<file path="src/rtl/product_bcd_display_if.sv">
`default_nettype none
// ============================================================================
// Module      : product_bcd_display_if
// Description : Bundle between a product source and the BCD display block.
//               Carries the load strobe and product, plus the busy flag,
//               held BCD result, result-valid pulse and the 7-segment pins.
//   load        product valid strobe (source -> display)
//   product     16-bit unsigned value to convert (source -> display)
//   busy        conversion in progress (display -> source)
//   bcd         held result {d4,d3,d2,d1,d0} (display -> source)
//   bcd_valid   one-cycle pulse when bcd updates (display -> source)
//   seg_display active-low segments {g,f,e,d,c,b,a} (display -> pins)
//   an          active-low digit enables, an[i] selects di (display -> pins)
// Revision    : 1.0 - initial release
// ============================================================================
interface product_bcd_display_if;
    logic        load;
    logic [15:0] product;
    logic        busy;
    logic [19:0] bcd;
    logic        bcd_valid;
    logic [6:0]  seg_display;
    logic [4:0]  an;

    modport master (
        output load, product,
        input  busy, bcd, bcd_valid, seg_display, an
    );

    modport slave (
        input  load, product,
        output busy, bcd, bcd_valid, seg_display, an
    );
endinterface
`default_nettype wire

</file>
<file path="src/rtl/product_bcd_display.sv">
`default_nettype none
// ============================================================================
// Module      : product_bcd_display
// Description : Captures a 16-bit product on a load strobe, converts it to
//               five packed BCD digits with a one-shift-per-clock
//               double-dabble engine, and scans the held result onto a
//               multiplexed active-low 7-segment display.
// Ports       : clk   - system clock, rising edge
//               reset - synchronous active-high reset
//               bus   - product_bcd_display_if.slave (load, product, busy,
//                       bcd, bcd_valid, seg_display, an)
// Parameters  : REFRESH_DIV - cycles each digit stays enabled (>= 2)
// Macros      : LEADING_ZERO_BLANK_EN - blank digits above the most
//               significant nonzero digit (d0 never blanked)
// Revision    : 1.0 - initial release
// ============================================================================
module product_bcd_display #(
    parameter int REFRESH_DIV = 100000
) (
    input  wire logic              clk,
    input  wire logic              reset,
    product_bcd_display_if.slave   bus
);

    localparam int CNT_W = (REFRESH_DIV > 2) ? $clog2(REFRESH_DIV) : 1;

    typedef enum logic [0:0] {
        IDLE  = 1'b0,
        SHIFT = 1'b1
    } state_t;

    state_t      r_state;
    logic [15:0] r_sreg;
    logic [19:0] r_scratch;
    logic [3:0]  r_count;
    logic        r_busy;
    logic [19:0] r_bcd;
    logic        r_bcd_valid;

    logic [CNT_W-1:0] r_refresh;
    logic [2:0]       r_index;
    logic [4:0]       r_an;
    logic [6:0]       r_seg;

    logic [19:0] w_adj;
    logic [35:0] w_shift;
    logic        w_wrap;
    logic [2:0]  w_next_index;
    logic [3:0]  w_digit;
    logic        w_blank;

    // ---------------------------------------------------------------------
    // Double-dabble: add-3 correction on every nibble >= 5, then shift the
    // concatenated {scratch, shift register} left by one.
    // ---------------------------------------------------------------------
    generate
        for (genvar i = 0; i < 5; i++) begin : g_adj
            assign w_adj[4*i +: 4] = (r_scratch[4*i +: 4] >= 4'd5)
                                   ? r_scratch[4*i +: 4] + 4'd3
                                   : r_scratch[4*i +: 4];
        end
    endgenerate

    assign w_shift = {w_adj, r_sreg} << 1;

    always_ff @(posedge clk) begin
        if (reset) begin
            r_state     <= IDLE;
            r_sreg      <= '0;
            r_scratch   <= '0;
            r_count     <= '0;
            r_busy      <= 1'b0;
            r_bcd       <= '0;
            r_bcd_valid <= 1'b0;
        end else begin
            r_bcd_valid <= 1'b0;
            case (r_state)
                IDLE: begin
                    if (bus.load) begin
                        r_sreg    <= bus.product;
                        r_scratch <= '0;
                        r_count   <= '0;
                        r_busy    <= 1'b1;
                        r_state   <= SHIFT;
                    end
                end
                SHIFT: begin
                    r_scratch <= w_shift[35:16];
                    r_sreg    <= w_shift[15:0];
                    r_count   <= r_count + 4'd1;
                    // Sixteenth shift: the shifted scratch is the final result.
                    if (r_count == 4'd15) begin
                        r_bcd       <= w_shift[35:16];
                        r_bcd_valid <= 1'b1;
                        r_busy      <= 1'b0;
                        r_state     <= IDLE;
                    end
                end
                default: r_state <= IDLE;
            endcase
        end
    end

    // ---------------------------------------------------------------------
    // Display scan. Segments are re-registered every cycle from the index
    // the anode register will hold, so an and seg_display always agree and
    // both step together on the refresh wrap.
    // ---------------------------------------------------------------------
    function automatic logic [6:0] decode(input logic [3:0] d);
        logic [6:0] s;
        case (d)
            4'd0:    s = 7'b1000000;
            4'd1:    s = 7'b1111001;
            4'd2:    s = 7'b0100100;
            4'd3:    s = 7'b0110000;
            4'd4:    s = 7'b0011001;
            4'd5:    s = 7'b0010010;
            4'd6:    s = 7'b0000010;
            4'd7:    s = 7'b1111000;
            4'd8:    s = 7'b0000000;
            4'd9:    s = 7'b0010000;
            default: s = 7'h7F;
        endcase
        return s;
    endfunction

    always_comb begin
        w_wrap       = (r_refresh == CNT_W'(REFRESH_DIV - 1));
        w_next_index = r_index;
        if (w_wrap) begin
            w_next_index = (r_index == 3'd4) ? 3'd0 : r_index + 3'd1;
        end
        w_digit = r_bcd[4*w_next_index +: 4];
        w_blank = 1'b0;
`ifdef LEADING_ZERO_BLANK_EN
        // A digit is a leading zero when it and every digit above it are 0.
        case (w_next_index)
            3'd1:    w_blank = (r_bcd[19:4]  == 16'd0);
            3'd2:    w_blank = (r_bcd[19:8]  == 12'd0);
            3'd3:    w_blank = (r_bcd[19:12] == 8'd0);
            3'd4:    w_blank = (r_bcd[19:16] == 4'd0);
            default: w_blank = 1'b0;
        endcase
`else
        w_blank = 1'b0;
`endif
    end

    always_ff @(posedge clk) begin
        if (reset) begin
            r_refresh <= '0;
            r_index   <= '0;
            r_an      <= 5'b11110;
            r_seg     <= 7'b1000000;
        end else begin
            r_refresh <= w_wrap ? '0 : r_refresh + CNT_W'(1);
            r_index   <= w_next_index;
            r_an      <= ~(5'b00001 << w_next_index);
            r_seg     <= w_blank ? 7'h7F : decode(w_digit);
        end
    end

    assign bus.busy        = r_busy;
    assign bus.bcd         = r_bcd;
    assign bus.bcd_valid   = r_bcd_valid;
    assign bus.seg_display = r_seg;
    assign bus.an          = r_an;

endmodule
`default_nettype wire

</file>
<file path="src/flat_wrapper.sv">
// flat-port wrapper written by rule: the top's interface ports become plain ports
module product_bcd_display_flat 
#(
    parameter int REFRESH_DIV = 100000
)
  (clk, reset, bus_load, bus_product, bus_busy, bus_bcd, bus_bcd_valid, bus_seg_display, bus_an);
  product_bcd_display_if bus_i ();
  input  wire logic clk;
  input  wire logic reset;
  input wire logic [$bits(bus_i.load)-1:0] bus_load;
  input wire logic [$bits(bus_i.product)-1:0] bus_product;
  output wire logic [$bits(bus_i.busy)-1:0] bus_busy;
  output wire logic [$bits(bus_i.bcd)-1:0] bus_bcd;
  output wire logic [$bits(bus_i.bcd_valid)-1:0] bus_bcd_valid;
  output wire logic [$bits(bus_i.seg_display)-1:0] bus_seg_display;
  output wire logic [$bits(bus_i.an)-1:0] bus_an;
  assign bus_i.load = bus_load;
  assign bus_i.product = bus_product;
  assign bus_busy = bus_i.busy;
  assign bus_bcd = bus_i.bcd;
  assign bus_bcd_valid = bus_i.bcd_valid;
  assign bus_seg_display = bus_i.seg_display;
  assign bus_an = bus_i.an;
  product_bcd_display #(.REFRESH_DIV(REFRESH_DIV)) u_core (.clk(clk), .reset(reset), .bus(bus_i));
endmodule
</file>
<file path="config.mk">
export PLATFORM = sky130hd
export DESIGN_NAME = product_bcd_display_flat
export DESIGN_NICKNAME = d
export VERILOG_FILES = /design/src/rtl/product_bcd_display_if.sv /design/src/rtl/product_bcd_display.sv /design/src/flat_wrapper.sv
export SDC_FILE = /design/constraint.sdc
export NUM_CORES = 1
export LEC_CHECK = 0
export CORE_MARGIN = 10
export CORE_UTILIZATION = 40
export DETAILED_ROUTE_END_ITERATION = 8
export GPL_ROUTABILITY_DRIVEN = 0
export PLACE_DENSITY_LB_ADDON = 0.05
export SLEW_MARGIN = 20
export SYNTH_ARGS = -nofsm -noshare
export SYNTH_HDL_FRONTEND = slang
export SYNTH_SLANG_ARGS = --single-unit
</file>
<file path="constraint.sdc">
create_clock -name clk -period 3.4 [get_ports clk]
set_input_delay 1.02 -clock clk [delete_from_list [all_inputs] [get_ports clk]]
set_output_delay 1.02 -clock clk [all_outputs]
set_load 0.02 [all_outputs]
</file>
# After elaboration in Yosys (flattened, before gate mapping)

Memories as Yosys holds them, arrays and structs flattened. A register that Yosys moved wholly into a read port is not among the register bits.
Cells that the tools add are included.

Word-level logic and storage cells: 57
Bits in registers: 88
Memories: 1
Memory bits (read-only): 112
Output and inout bits: 34
Input bits: 19

Reduce and logical (&&, ||, !) cells: 4
Muxes and demuxes: 20
Bitwise logic cells: 2
Eq/ne operators: 5
Add/sub/neg operators: 8
Shifts and indexed selects: 2
Order comparisons: 5

Memory list:

| memory          | depth | width | read ports | clocked after Yosys merged registers in | wr ports | RTL line                   | text |
|---|---|---|---|---|---|---|---|
| (no name shown) | 16    | 7     | 1          | 1                                       | 0        | product_bcd_display.sv:111 | `case (d)` |

Operators with widths:

| operator                                                               | number |
|---|---|
| 20-bit one-hot mux with 2 select lines                                 | 1 |
| 16-bit one-hot mux with 2 select lines                                 | 1 |
| 4-bit by 3-bit >= comparator with 1-bit output (second input constant) | 5 |
| 20-bit 2-to-1 mux                                                      | 1 |
| 4-bit 2-to-1 mux                                                       | 5 |
| 20-bit by 6-bit variable part select with 4-bit output                 | 1 |
| 17-bit by 1-bit adder with 17-bit output (second input constant)       | 1 |
| 17-bit equality test (second input constant)                           | 1 |
| 4-bit by 2-bit adder with 4-bit output (second input constant)         | 4 |
| 16-bit 2-to-1 mux                                                      | 1 |
| 3-bit 2-to-1 mux                                                       | 3 |
| 4-bit one-hot mux with 2 select lines                                  | 1 |
| 1-bit 2-to-1 mux                                                       | 5 |
| 5-bit NOT                                                              | 1 |
| 1-bit by 3-bit << shifter with 5-bit output (first input constant)     | 1 |
| 4-bit by 1-bit adder with 4-bit output (second input constant)         | 1 |
| 4-bit equality test (second input constant)                            | 1 |
| 2-bit inequality test (second input constant)                          | 2 |
| 1-bit one-hot mux with 2 select lines                                  | 2 |
| 2-bit AND reduction                                                    | 2 |
| 2-bit OR reduction                                                     | 2 |
| 3-bit by 1-bit adder with 3-bit output (second input constant)         | 1 |
| 3-bit by 2-bit adder with 3-bit output (second input constant)         | 1 |
| 3-bit equality test (second input constant)                            | 1 |
| 1-bit NOT                                                              | 1 |

# Depth between registers and ports, before layout

Depth after elaboration: 5
Depth in mapped cells: 14
Depth with buffers taken out: 13

# Least setup slack after synthesis

OpenSTA, ideal clock, no wires.

Path kind: register to register
Start point: reg u_core.r_refresh[0]
End point: reg u_core.r_seg[6] (netlist: u_core.bus.seg_display[6])
Arrival time: 2696 ps
Period minus slack after synthesis: 2821 ps
Path buffers: 1
Setup slack: 579 ps
Cell stages (with the launch flop): 14
Cells stage by stage: dfxtp_1 -> ha_1 -> and4_1 -> buf_4 -> nand4_4 -> o21a_1 -> nor2_2 -> mux2i_1 -> a2bb2oi_1 -> inv_1 -> ha_1 -> nand2_1 -> and3_1 -> o21ai_1

Cells in the longest elaborated chain, start to end: 3

Ends and longest elaborated chain:

| what                                                   | RTL line                   | text |
|---|---|---|
| from (decl)                                            | product_bcd_display.sv:40  | `logic [CNT_W-1:0] r_refresh;` |
| from (signal assigned)                                 | product_bcd_display.sv:156 | `r_refresh <= w_wrap ? '0 : r_refresh + CNT_W'(1);` |
| 17-bit equality test                                   | product_bcd_display.sv:128 | `w_wrap = (r_refresh == CNT_W'(REFRESH_DIV - 1));` |
| 3-bit 2-to-1 mux                                       | product_bcd_display.sv:130 | `if (w_wrap) begin` |
| 20-bit by 6-bit variable part select with 4-bit output | product_bcd_display.sv:133 | `w_digit = r_bcd[4*w_next_index +: 4];` |
| to (decl)                                              | product_bcd_display.sv:43  | `logic [6:0] r_seg;` |

No other way between the ends.
A chain may end at the register's enable or synchronous reset.

# Final worst setup path

Start point: reg u_core.r_refresh[0]
End point: reg u_core.r_seg[3] (netlist: u_core.bus.seg_display[3])

The elaborated chain is that of the path after synthesis.

==> results.sh <==
export IMPL_antenna_found_initial=0
export IMPL_grt_pass1_wl_um=17400
export IMPL_die_w_um=127
export IMPL_skew_ns=0.00550
export IMPL_cts_sinks=95
export IMPL_finalInstanceArea_mm2=0.00545
export IMPL_wl_per_cell_um=14.1
export IMPL_synth_fa_ha_area_share_pct=4.66
export IMPL_synth_seq_cells=95
export IMPL_p_leak_nw=2.05
export IMPL_synth_area_leader_cell="dfxtp_1"
export IMPL_fmax_mhz=331
export IMPL_post_route_period_util_pct=88.8
export IMPL_reg2reg_depth=11
export IMPL_max_cap_violations=0
export IMPL_slew_headroom_pct=50.3
export IMPL_via_per_inst=5.11
export IMPL_grt_ovfl_total=0
export IMPL_layout_cells_non_filler=723
export IMPL_path_class="flip-flop to flip-flop"
export IMPL_endpoint_kind="flip-flop"
export IMPL_grt_max_degree=71
export IMPL_wirelength_um=10200
export IMPL_clock_latency_ns=0.34
export IMPL_cp_top_family="multiplexers"
export IMPL_clockBufferDepth=2
export IMPL_num_rows=38
export IMPL_fin_crit_ns=3.02
export IMPL_numPortBuffers=52
export IMPL_synthMuxAreaShare_pct=7.65
export IMPL_status="finished, final reports clean"
export IMPL_synthDistinctLibCells=51
export IMPL_synth_most_common_cell="dfxtp_1"
export IMPL_die_area_mm2=0.0161
export IMPL_start_util_pct=41.5
export IMPL_dpl_hpwl_um=7310
export IMPL_cts_buffers_inserted=9
export IMPL_synth_common_cells="95 x dfxtp_1, 85 x nor2_1, 65 x a21oi_1, 46 x nand2_1, 32 x mux2i_1"
export IMPL_worst_path_buf_inv=1
export IMPL_diodes=0
export IMPL_drt_iter0_markers=292
export IMPL_synth_compound_area_share_pct=15.5
export IMPL_finalSetupTns_ns=0
export IMPL_yosys_top_cells_area="dfxtp_1 42%, a21oi_1 7.1%, mux2i_1 7.0%"
export IMPL_rsz0062_at_grt="false"
export IMPL_first_pass_iters=4
export IMPL_holdPathStages=1
export IMPL_cts_resized=0
export IMPL_tritoncts="built"
export IMPL_htreeDepth=3
export IMPL_synth_ff_type="dfxtp_1"
export IMPL_synth_avg_cell_area_um2=8.46
export IMPL_synth_edff_count=0
export IMPL_ys_warn_count=0
export IMPL_cpMaxStageDelayCell="mux2_4"
export IMPL_antenna_left=0
export IMPL_clk_pin_slew_ns=0.06
export IMPL_arrival_ns=3.26
export IMPL_drive_gt1_share_pct=6.17
export IMPL_synthSimpleGateAreaFrac_pct=22.9
export IMPL_slew_viol_final=0
export IMPL_drc=0
export IMPL_vias=3691
export IMPL_fin_nets=616
export IMPL_core_region_area_mm2=0.0110
export IMPL_required_ns=3.64
export IMPL_finalHoldViolations=0
export IMPL_yosysTopAreaCellShare_pct=41.7
export IMPL_clockRootBuffer="clkbuf_16"
export IMPL_crit_fanout=10
export IMPL_dpl_cell_count=709
export IMPL_postCtsSetupBuffers=0
export IMPL_hp_class="flip-flop to flip-flop"
export IMPL_yosysSeqAreaShare_pct=41.7
export IMPL_synthArstFlopShare_pct=0
export IMPL_synth_xor_area_share_pct=3.26
export IMPL_syn_cell_area_mm2=0.00456
export IMPL_cts_hold_buffers=0
export IMPL_place_area_mm2=0.00519
export IMPL_synth_top_family_by_area="simple AND/OR/NAND/NOR gates"
export IMPL_worstPathCellList="ha_1 > and4_1 > nand4_4 > mux2_4 > mux2i_1 > mux2i_1 > a21oi_1 > inv_1 > ha_1 > nand2_1 > a311oi_1"
export IMPL_syn_nets=575
export IMPL_grt_usage_pct=12.7
export IMPL_ios=53
export IMPL_grt_pass1_vias=3551
export IMPL_peakVddDrop_v=0.000197
export IMPL_slowest_delay_ns=0.42
export IMPL_cp_start_kind="flip-flop"
export IMPL_synthCells=539
export IMPL_cellPowerDensity_mw_per_mm2=401
export IMPL_syn_to_final_growth_pct=19.5
export IMPL_die_y_um=127
export IMPL_worstMarginPinSlew_ns=0.745
export IMPL_setup_violations=0
export IMPL_cp_depth=11
## worst register-to-register path: stages, from the launching register on
cell and delay, ns:
dfxtp_1 0.37, ha_1 0.21, and4_1 0.41, nand4_4 0.22, mux2_4 0.42, mux2i_1 0.17
mux2i_1 0.13, a21oi_1 0.26, inv_1 0.11, ha_1 0.31, nand2_1 0.05, a311oi_1 0.24
## metal layers
layer	GRT usage, %	vias to the layer above	wire length, um	part of all wire, %
li1	-	1955	-	-
met1	16.3	1673	5030	49
met2	20.1	55	4660	46
met3	2.83	8	413	4.0
met4	5.09	0	121	1.2
met5	0	-	0	0
## where the power goes
group          switching, mW  total [mW]  internal (mW)
Clock                  0.399       0.926          0.527
Combinational         0.0650       0.114         0.0489
Sequential            0.0169        1.15           1.13
Total                  0.481        2.19           1.71
## cell usage in the layout, fill, tap and decap left out, types with 8 or more instances in the layout
master	instances
dfxtp_1	94
nor2_1	85
a21oi_1	65
clkdlybuf4s50_1	51
nand2_1	46
mux2i_1	32
inv_1	22
nor3_1	21
ha_1	17
o21ai_0	16
nand3_1	15
nor3b_1	11
xnor2_1	10
clkbuf_16	9
a311oi_1	8
## metrics by stage
stage / power (mW) / util (%) / setup WS [ns] / hold slack (ns)
after detailed placement: 1.29 / 47.2 / 0.419 / 0.464
after CTS: 2.22 / 49.6 / 0.392 / 0.477
final: 2.19 / 49.6 / 0.379 / 0.477
after global placement: 1.29 / 47.2 / 0.548 / 0.445
after floorplan: 1.25 / - / 0.579 / 0.430
after global routing: 2.28 / 49.6 / 0.122 / 0.504
## final cells by class
cell class                      count  area, um2
Timing Repair Buffer               58        561
Tap cell                          140        175
Sequential cell                    95       1900
Inverter                           22       82.6
Multi-Input combinational cell    394       2470
Fill cell                        1082       5530
Clock buffer                       13        260
Clock inverter                      1       5.00
## kinds of logic after synthesis
family	count (synthesis)
AND/OR/NAND/NOR	212
AO/OA/AOI/OAI	114
flip-flops	95
buffers and inverters	50
multiplexers	34
XOR/XNOR	17
adder cells (fa/ha/maj)	17
## path summary, 6_finish.rpt
kind / slack (ns) / start / endpoint
setup reg to reg: 0.38 / u_core.r_refresh[0] / u_core.bus.seg_display[3]
hold / removal: 0.48 / u_core.r_refresh[0] / u_core.r_refresh[0]
setup / recovery: 0.38 / u_core.r_refresh[0] / u_core.bus.seg_display[3]
hold reg to reg: 0.48 / u_core.r_refresh[0] / u_core.r_refresh[0]
## registers in the layout, summed over array words and instances, names as in the netlist, 3 cells and up
signal and cells:
u_core.r_count 4, u_core.bus.an 5, u_core.bus.bcd 20, u_core.r_index 3, u_core.r_refresh 17, u_core.bus.seg_display 7
u_core.r_sreg 16, u_core.r_scratch 20
(Power assumes the default switching activity.)
